$ cat config.mk
export PLATFORM = sky130hd
export DESIGN_NAME = piso_buf_256b
export DESIGN_NICKNAME = d
export VERILOG_FILES = /design/src/rtl/piso_buf_256b.sv
export SDC_FILE = /design/constraint.sdc
export NUM_CORES = 2
export LEC_CHECK = 0
export ABC_CLOCK_PERIOD_IN_PS = 3500
export BUFFER_PORTS_ARGS = -buffer_cell sky130_fd_sc_hd__buf_2
export CAP_MARGIN = 10
export CORE_MARGIN = 2
export CORE_UTILIZATION = 55
export DETAILED_ROUTE_END_ITERATION = 8
export MAX_ROUTING_LAYER = met4
export PLACE_DENSITY = 0.82
export SLEW_MARGIN = 10
export SYNTH_ARGS = -nofsm -noshare
export SYNTH_HDL_FRONTEND = slang
export SYNTH_SLANG_ARGS = --single-unit
$ cat constraint.sdc
create_clock -name clk -period 3.5 [get_ports clk]
set_clock_uncertainty 0.15 [all_clocks]
set_input_delay 0.175 -clock clk [delete_from_list [all_inputs] [get_ports clk]]
set_output_delay 0.175 -clock clk [all_outputs]
set_load 0.03 [all_outputs]
$ cat src/rtl/piso_buf_256b.sv
// -----------------------------------------------------------------------------
// piso_buf_256b
// Parallel-in / serial-out transmit buffer. A host fills a 64 x 32 memory one
// word per write strobe; a start pulse then streams every stored word out,
// word 0 first, MSB first, one bit per cycle accepted by the downstream shift
// consumer. The buffer is emptied when the last bit has been consumed.
//
// Ports
//   clk         in   1   single clock, rising edge
//   reset       in   1   asynchronous, active-low; clears all state
//   pin         in  32   parallel write data
//   pwen        in   1   write strobe (IDLE and not full, else dropped)
//   start       in   1   one-cycle pulse, begins transmission (IDLE, count>0)
//   sen         in   1   downstream accept for the current bit
//   sout        out  1   current serial bit (registered)
//   sout_valid  out  1   sout holds a valid bit (registered)
//   busy        out  1   FSM not in IDLE
//   done        out  1   one-cycle pulse after the last bit is consumed
//   count       out  7   words stored (0..64)
//   full        out  1   count == 64
//   empty       out  1   count == 0
//   ovf         out  1   sticky dropped-write flag, cleared by reset or done
// -----------------------------------------------------------------------------
module piso_buf_256b (
   input  logic        clk,
   input  logic        reset,
   input  logic [31:0] pin,
   input  logic        pwen,
   input  logic        start,
   input  logic        sen,
   output logic        sout,
   output logic        sout_valid,
   output logic        busy,
   output logic        done,
   output logic [6:0]  count,
   output logic        full,
   output logic        empty,
   output logic        ovf
);

   typedef enum logic [2:0] {
      S_IDLE  = 3'd0,
      S_FETCH = 3'd1,
      S_LOAD  = 3'd2,
      S_SHIFT = 3'd3,
      S_DONE  = 3'd4
   } state_t;

   state_t      r_state;
   state_t      w_next;

   logic [31:0] r_mem [0:63];
   logic [31:0] r_dout;
   logic [5:0]  r_wr_ptr;
   logic [5:0]  r_rd_ptr;
   logic [5:0]  r_last_ptr;
   logic [6:0]  r_count;
   logic [31:0] r_shreg;
   logic [4:0]  r_bitcnt;
   logic        r_ovf;
   logic        r_sout_valid;

   logic        w_full;
   logic        w_wr_ok;
   logic        w_start_ok;
   logic        w_bit_acc;
   logic        w_word_end;
   logic        w_last_word;

   assign w_full      = (r_count == 7'd64);
   assign w_wr_ok     = pwen && (r_state == S_IDLE) && !w_full;
   assign w_start_ok  = start && (r_state == S_IDLE) && (r_count != 7'd0);
   assign w_bit_acc   = (r_state == S_SHIFT) && sen;
   assign w_word_end  = w_bit_acc && (r_bitcnt == 5'd31);
   assign w_last_word = (r_rd_ptr == r_last_ptr);

   // ---- FSM: state register ----
   always_ff @(posedge clk or negedge reset) begin
      if (!reset) r_state <= S_IDLE;
      else        r_state <= w_next;
   end

   // ---- FSM: next-state logic ----
   always_comb begin
      w_next = r_state;
      case (r_state)
         S_IDLE:  if (w_start_ok) w_next = S_FETCH;
         S_FETCH: w_next = S_LOAD;
         S_LOAD:  w_next = S_SHIFT;
         S_SHIFT: if (w_word_end) w_next = w_last_word ? S_DONE : S_FETCH;
         S_DONE:  w_next = S_IDLE;
         default: w_next = S_IDLE;
      endcase
   end

   // ---- FSM: outputs ----
   always_comb begin
      busy = (r_state != S_IDLE);
      done = (r_state == S_DONE);
   end

   // ---- Storage: synchronous write, registered read ----
   always_ff @(posedge clk) begin
      if (w_wr_ok) r_mem[r_wr_ptr] <= pin;
   end

   always_ff @(posedge clk) begin
      if (r_state == S_FETCH) r_dout <= r_mem[r_rd_ptr];
   end

   // ---- Write side: pointer, fill level, overflow flag ----
   always_ff @(posedge clk or negedge reset) begin
      if (!reset) begin
         r_wr_ptr <= 6'd0;
         r_count  <= 7'd0;
         r_ovf    <= 1'b0;
      end else if (r_state == S_DONE) begin
         r_wr_ptr <= 6'd0;
         r_count  <= 7'd0;
         r_ovf    <= 1'b0;
      end else begin
         if (w_wr_ok) begin
            r_wr_ptr <= r_wr_ptr + 6'd1;
            r_count  <= r_count + 7'd1;
         end
         if (pwen && !w_wr_ok) r_ovf <= 1'b1;
      end
   end

   // ---- Read side: word pointer ----
   // The last index is captured at start so a write accepted in the same
   // cycle as start does not extend the transmission. For count == 64 the
   // 6-bit subtraction yields 63 as required.
   always_ff @(posedge clk or negedge reset) begin
      if (!reset) begin
         r_rd_ptr   <= 6'd0;
         r_last_ptr <= 6'd0;
      end else if (w_start_ok) begin
         r_rd_ptr   <= 6'd0;
         r_last_ptr <= r_count[5:0] - 6'd1;
      end else if (w_word_end && !w_last_word) begin
         r_rd_ptr   <= r_rd_ptr + 6'd1;
      end
   end

   // ---- Shift register and bit counter ----
   // shreg is reset so sout is 0 out of reset; after a full word it has
   // shifted to zero, so sout also reads 0 during FETCH/LOAD gaps.
   always_ff @(posedge clk or negedge reset) begin
      if (!reset) begin
         r_shreg  <= 32'd0;
         r_bitcnt <= 5'd0;
      end else if (r_state == S_LOAD) begin
         r_shreg  <= r_dout;
         r_bitcnt <= 5'd0;
      end else if (w_bit_acc) begin
         r_shreg  <= {r_shreg[30:0], 1'b0};
         r_bitcnt <= r_bitcnt + 5'd1;
      end
   end

   // sout_valid is a flop fed from the next state so the output carries no
   // combinational path from sen.
   always_ff @(posedge clk or negedge reset) begin
      if (!reset) r_sout_valid <= 1'b0;
      else        r_sout_valid <= (w_next == S_SHIFT);
   end

   assign sout       = r_shreg[31];
   assign sout_valid = r_sout_valid;
   assign count      = r_count;
   assign full       = w_full;
   assign empty      = (r_count == 7'd0);
   assign ovf        = r_ovf;

endmodule

==> reports/qor.yml <==
timing:
  timing.hold.ws_ns: 0.0492
  max_slew_margin_pct: 13.8
  finalHoldViolations: 0
  setup_violations: 0
  drv_slew: 0
  fmaxAchievable_mhz: 290
  min_period_ns: 3.45
  tns_ns: 0
  worstMarginPinSlew_ns: 1.29
  rsz0062_at_grt: "false"
  setup_slack_ns: 0.0518
  fin_crit_sh_pct: 98.5
min_path:
  hold_class: "in2reg"
power_and_ir_drop:
  power.density_mw_per_mm2: 533
  p_leak_nw: 29.2
  power.internal_mw: 40.3
  combinationalPowerShare_pct: 1.6
  irDropWorstVdd_mv: 0.447
  power_switching_mw: 10.2
  seqPwrFrac_pct: 56.1
  clockPowerShare_pct: 42.2
  p_total_mw: 50.6
  p_sw_share_pct: 20.2
yosys:
  synth_top_family_by_area: "multiplexers"
  ys_seq_area_share_pct: 77.8
  synth_edf_count: 2080
  synth_xor_area_share_pct: 0.276
  synth_top_flop_cell: "edfxtp_1"
  synthCells: 3897
  yosys_warnings: 0
  ys_types: 54
  synth_compound_area_share_pct: 3.84
  async_reset_ff_share_pct: 3.12
  synth-simple-area-share_pct: 1.97
  synthesis.nets: 3940
  avgSynthCellArea_sq_um: 21.1
  synth_fa_ha_area_share_pct: 0.0911
  ys_seq_elements: 2147
  synth.area.mux_share_pct: 14.4
  synth_area_sq_mm: 0.0824
global_route:
  grt_pass1_vias: 44800
  track_usage_pct: 31.2
  grt_pass1_wl_mm: 324
  antenna_found_initial: 16
  grt.overflow.total: 0
  grt_max_degree: 65
finish:
  drive_above_1_share_pct: 26.7
  regArea_sq_mm: 0.0642
  final_cell_count_no_fill: 6393
  fillers: 9093
  finalNetCount: 4316
  multi_input_area_sq_mm: 0.0175
  syn_to_final_growth_pct: 15.0
drt:
  routed_via_density: 6.98
  dr.pass1.iters: 8
  routedWlPerCell_microns: 35.9
  drc: 2
  vias: 44600
  drt-total-wl_mm: 230
  drt_iter0_drc: 7487
  detail-route-antenna-nets: 0
die:
  rows: 142
  start_util_pct: 55.2
  die_area_sq_mm: 0.153
  die_x_microns: 391
  die_h_microns: 391
  boundaryPins: 51
  fp.coreArea_sq_mm: 0.149
clock_tree:
  insertion_delay_ns: 0.85
  cts-root-buf: "clkbuf_16"
  cts_setup_buffers: 0
  cts_inserted_buffers: 199
  htreeDepth: 4
  clock_path_buffers: 3
  path_clk_slew_ns: 0.06
  numClockSinks: 2147
  cts_tree: "built"
setup_path:
  cp-start-kind: "register"
  worstSetupPathType: "reg2reg"
  crit_arrival_ns: 3.87
  crit_required_ns: 3.92
  r2r_setup_slack_ns: 0.05
  endpoint_kind: "register"
  path_max_fanout: 19
placement:
  post-place-cells: 5980
  port_buffers: 50
  place_ws_ns: -0.0677
  place_hpwl_mm: 128
  place_congestion: 0.920
outcome:
  status: "complete, but fails checks"
  violations: "design-rule violations"
job:
  drv_cap: 0
## cells by family (layout without fill, tap and decap cells)
| family | Yosys count | count (layout) |
|---|---|---|
| flops | 2147 | 2147 |
| fa+ha+maj | 6 | 6 |
| buf+inv | 237 | 778 |
| simple gates | 360 | 360 |
| xor+xnor | 26 | 26 |
| other cells | 0 | 11 |
| compound gates | 442 | 442 |
| mux | 679 | 679 |
## Yosys cell counts (all sizes together), types with 16 or more instances
cell	instances	area share [%]
a22oi	144	1.3
o22ai	16	0.12
nand3	55	0.33
a221oi	30	0.32
a211oi	39	0.36
xor2	17	0.18
edfxtp	2080	76
o21ai	43	0.26
mux2i	232	2.8
o221ai	24	0.26
a31oi	24	0.18
a21oi	59	0.36
dfrtp	67	2.0
nor2	100	0.46
mux2	45	0.61
a22o	47	0.50
nand2	138	0.63
clkbuf	81	0.37
mux4	402	11
buf	149	1.2
## registers in the layout, summed over array words and instances (netlist names)
signal and count:
count 7, ovf 1, r_bitcnt 5, r_dout 32
r_last_ptr 6, r_mem 2048, r_rd_ptr 6, r_shreg 32
r_state 3, r_wr_ptr 6, sout_valid 1
## critical path, cell delays in order (launching register included)
cell      delay, ns
dfrtp_4        0.74
buf_12         0.30
buf_4          0.36
mux4_2         0.56
a211oi_1       0.35
a21oi_1        0.34
a22o_1         0.35
## final timing paths
path,from,endpoint,depth (start not counted)
min reg2reg,r_dout[14],r_shreg[14],2
max reg2reg,r_rd_ptr[0],r_dout[25],6
min in group asynchronous,reset,r_last_ptr[0],4
min,pwen,ovf,4
max,r_rd_ptr[0],r_dout[25],6
max in group asynchronous,reset,r_rd_ptr[0],4
## metrics by stage
step | utilization, % | instance area [sq um]
after detailed placement | 59.0 | 88000
after floorplan | - | 82600
after CTS | 63.5 | 94800
after global routing | 63.5 | 94800
after global placement | 59.0 | 88000
final | 63.5 | 94800
## layout by cell type, fill, tap and decap left out, drive strengths merged, types with 10 or more instances in the layout
cell type    count
mux2i          232
edfxtp        2080
a31oi           24
clkbuf         260
o21ai           43
o221ai          24
inv             12
nand3           55
a211oi          39
clkinv          84
diode           11
mux4           402
a221oi          30
o22ai           16
a22o            47
nor2           100
a21oi           59
mux2            45
bufinv          14
xor2            17
buf            370
a22oi          144
nor2b           12
nand2b          10
nand2          138
dfrtp           67
dlygate4sd3     35
## power by group through the flow
stage	sequential, mW	combinational, mW	clock [mW]
2_1_floorplan	28.9	0.165	0
3_3_place_gp	28.9	0.701	0
3_5_place_dp	28.9	0.753	0
4_1_cts	28.4	0.804	21.4
5_1_grt	28.4	0.873	22.3
6_report	28.4	0.824	21.3
## metal layers
layer / vias to the layer above / part of all wire, % / global-route usage (%)
met3: 744 / 14 / 7.89
met5: - / 0 / -
met1: 22700 / 33 / 39.1
met4: 0 / 6.2 / 16.7
met2: 4144 / 47 / 47.2
li1: 17000 / - / -
## final cells by class
cell class | instances | area share (%)
diodes | 11 | 0.0290
clock buffers | 260 | 5.67
clock inverters | 106 | 1.07
inverters | 7 | 0.0277
multi-input cells | 1513 | 18.5
flip-flops and latches | 2147 | 67.7
well taps | 1944 | 2.57
repair buffers | 405 | 4.49
## timing repair
| item | in CTS | in global routing |
|---|---|---|
| gates resized for setup | 2 | 0 |
| endpoints found under the hold margin | 1136 | 64 |
| setup endpoints to repair | 2 | 0 |
| hold buffers | 35 | 1 |
Note: power is estimated with default switching activity, not from simulation.
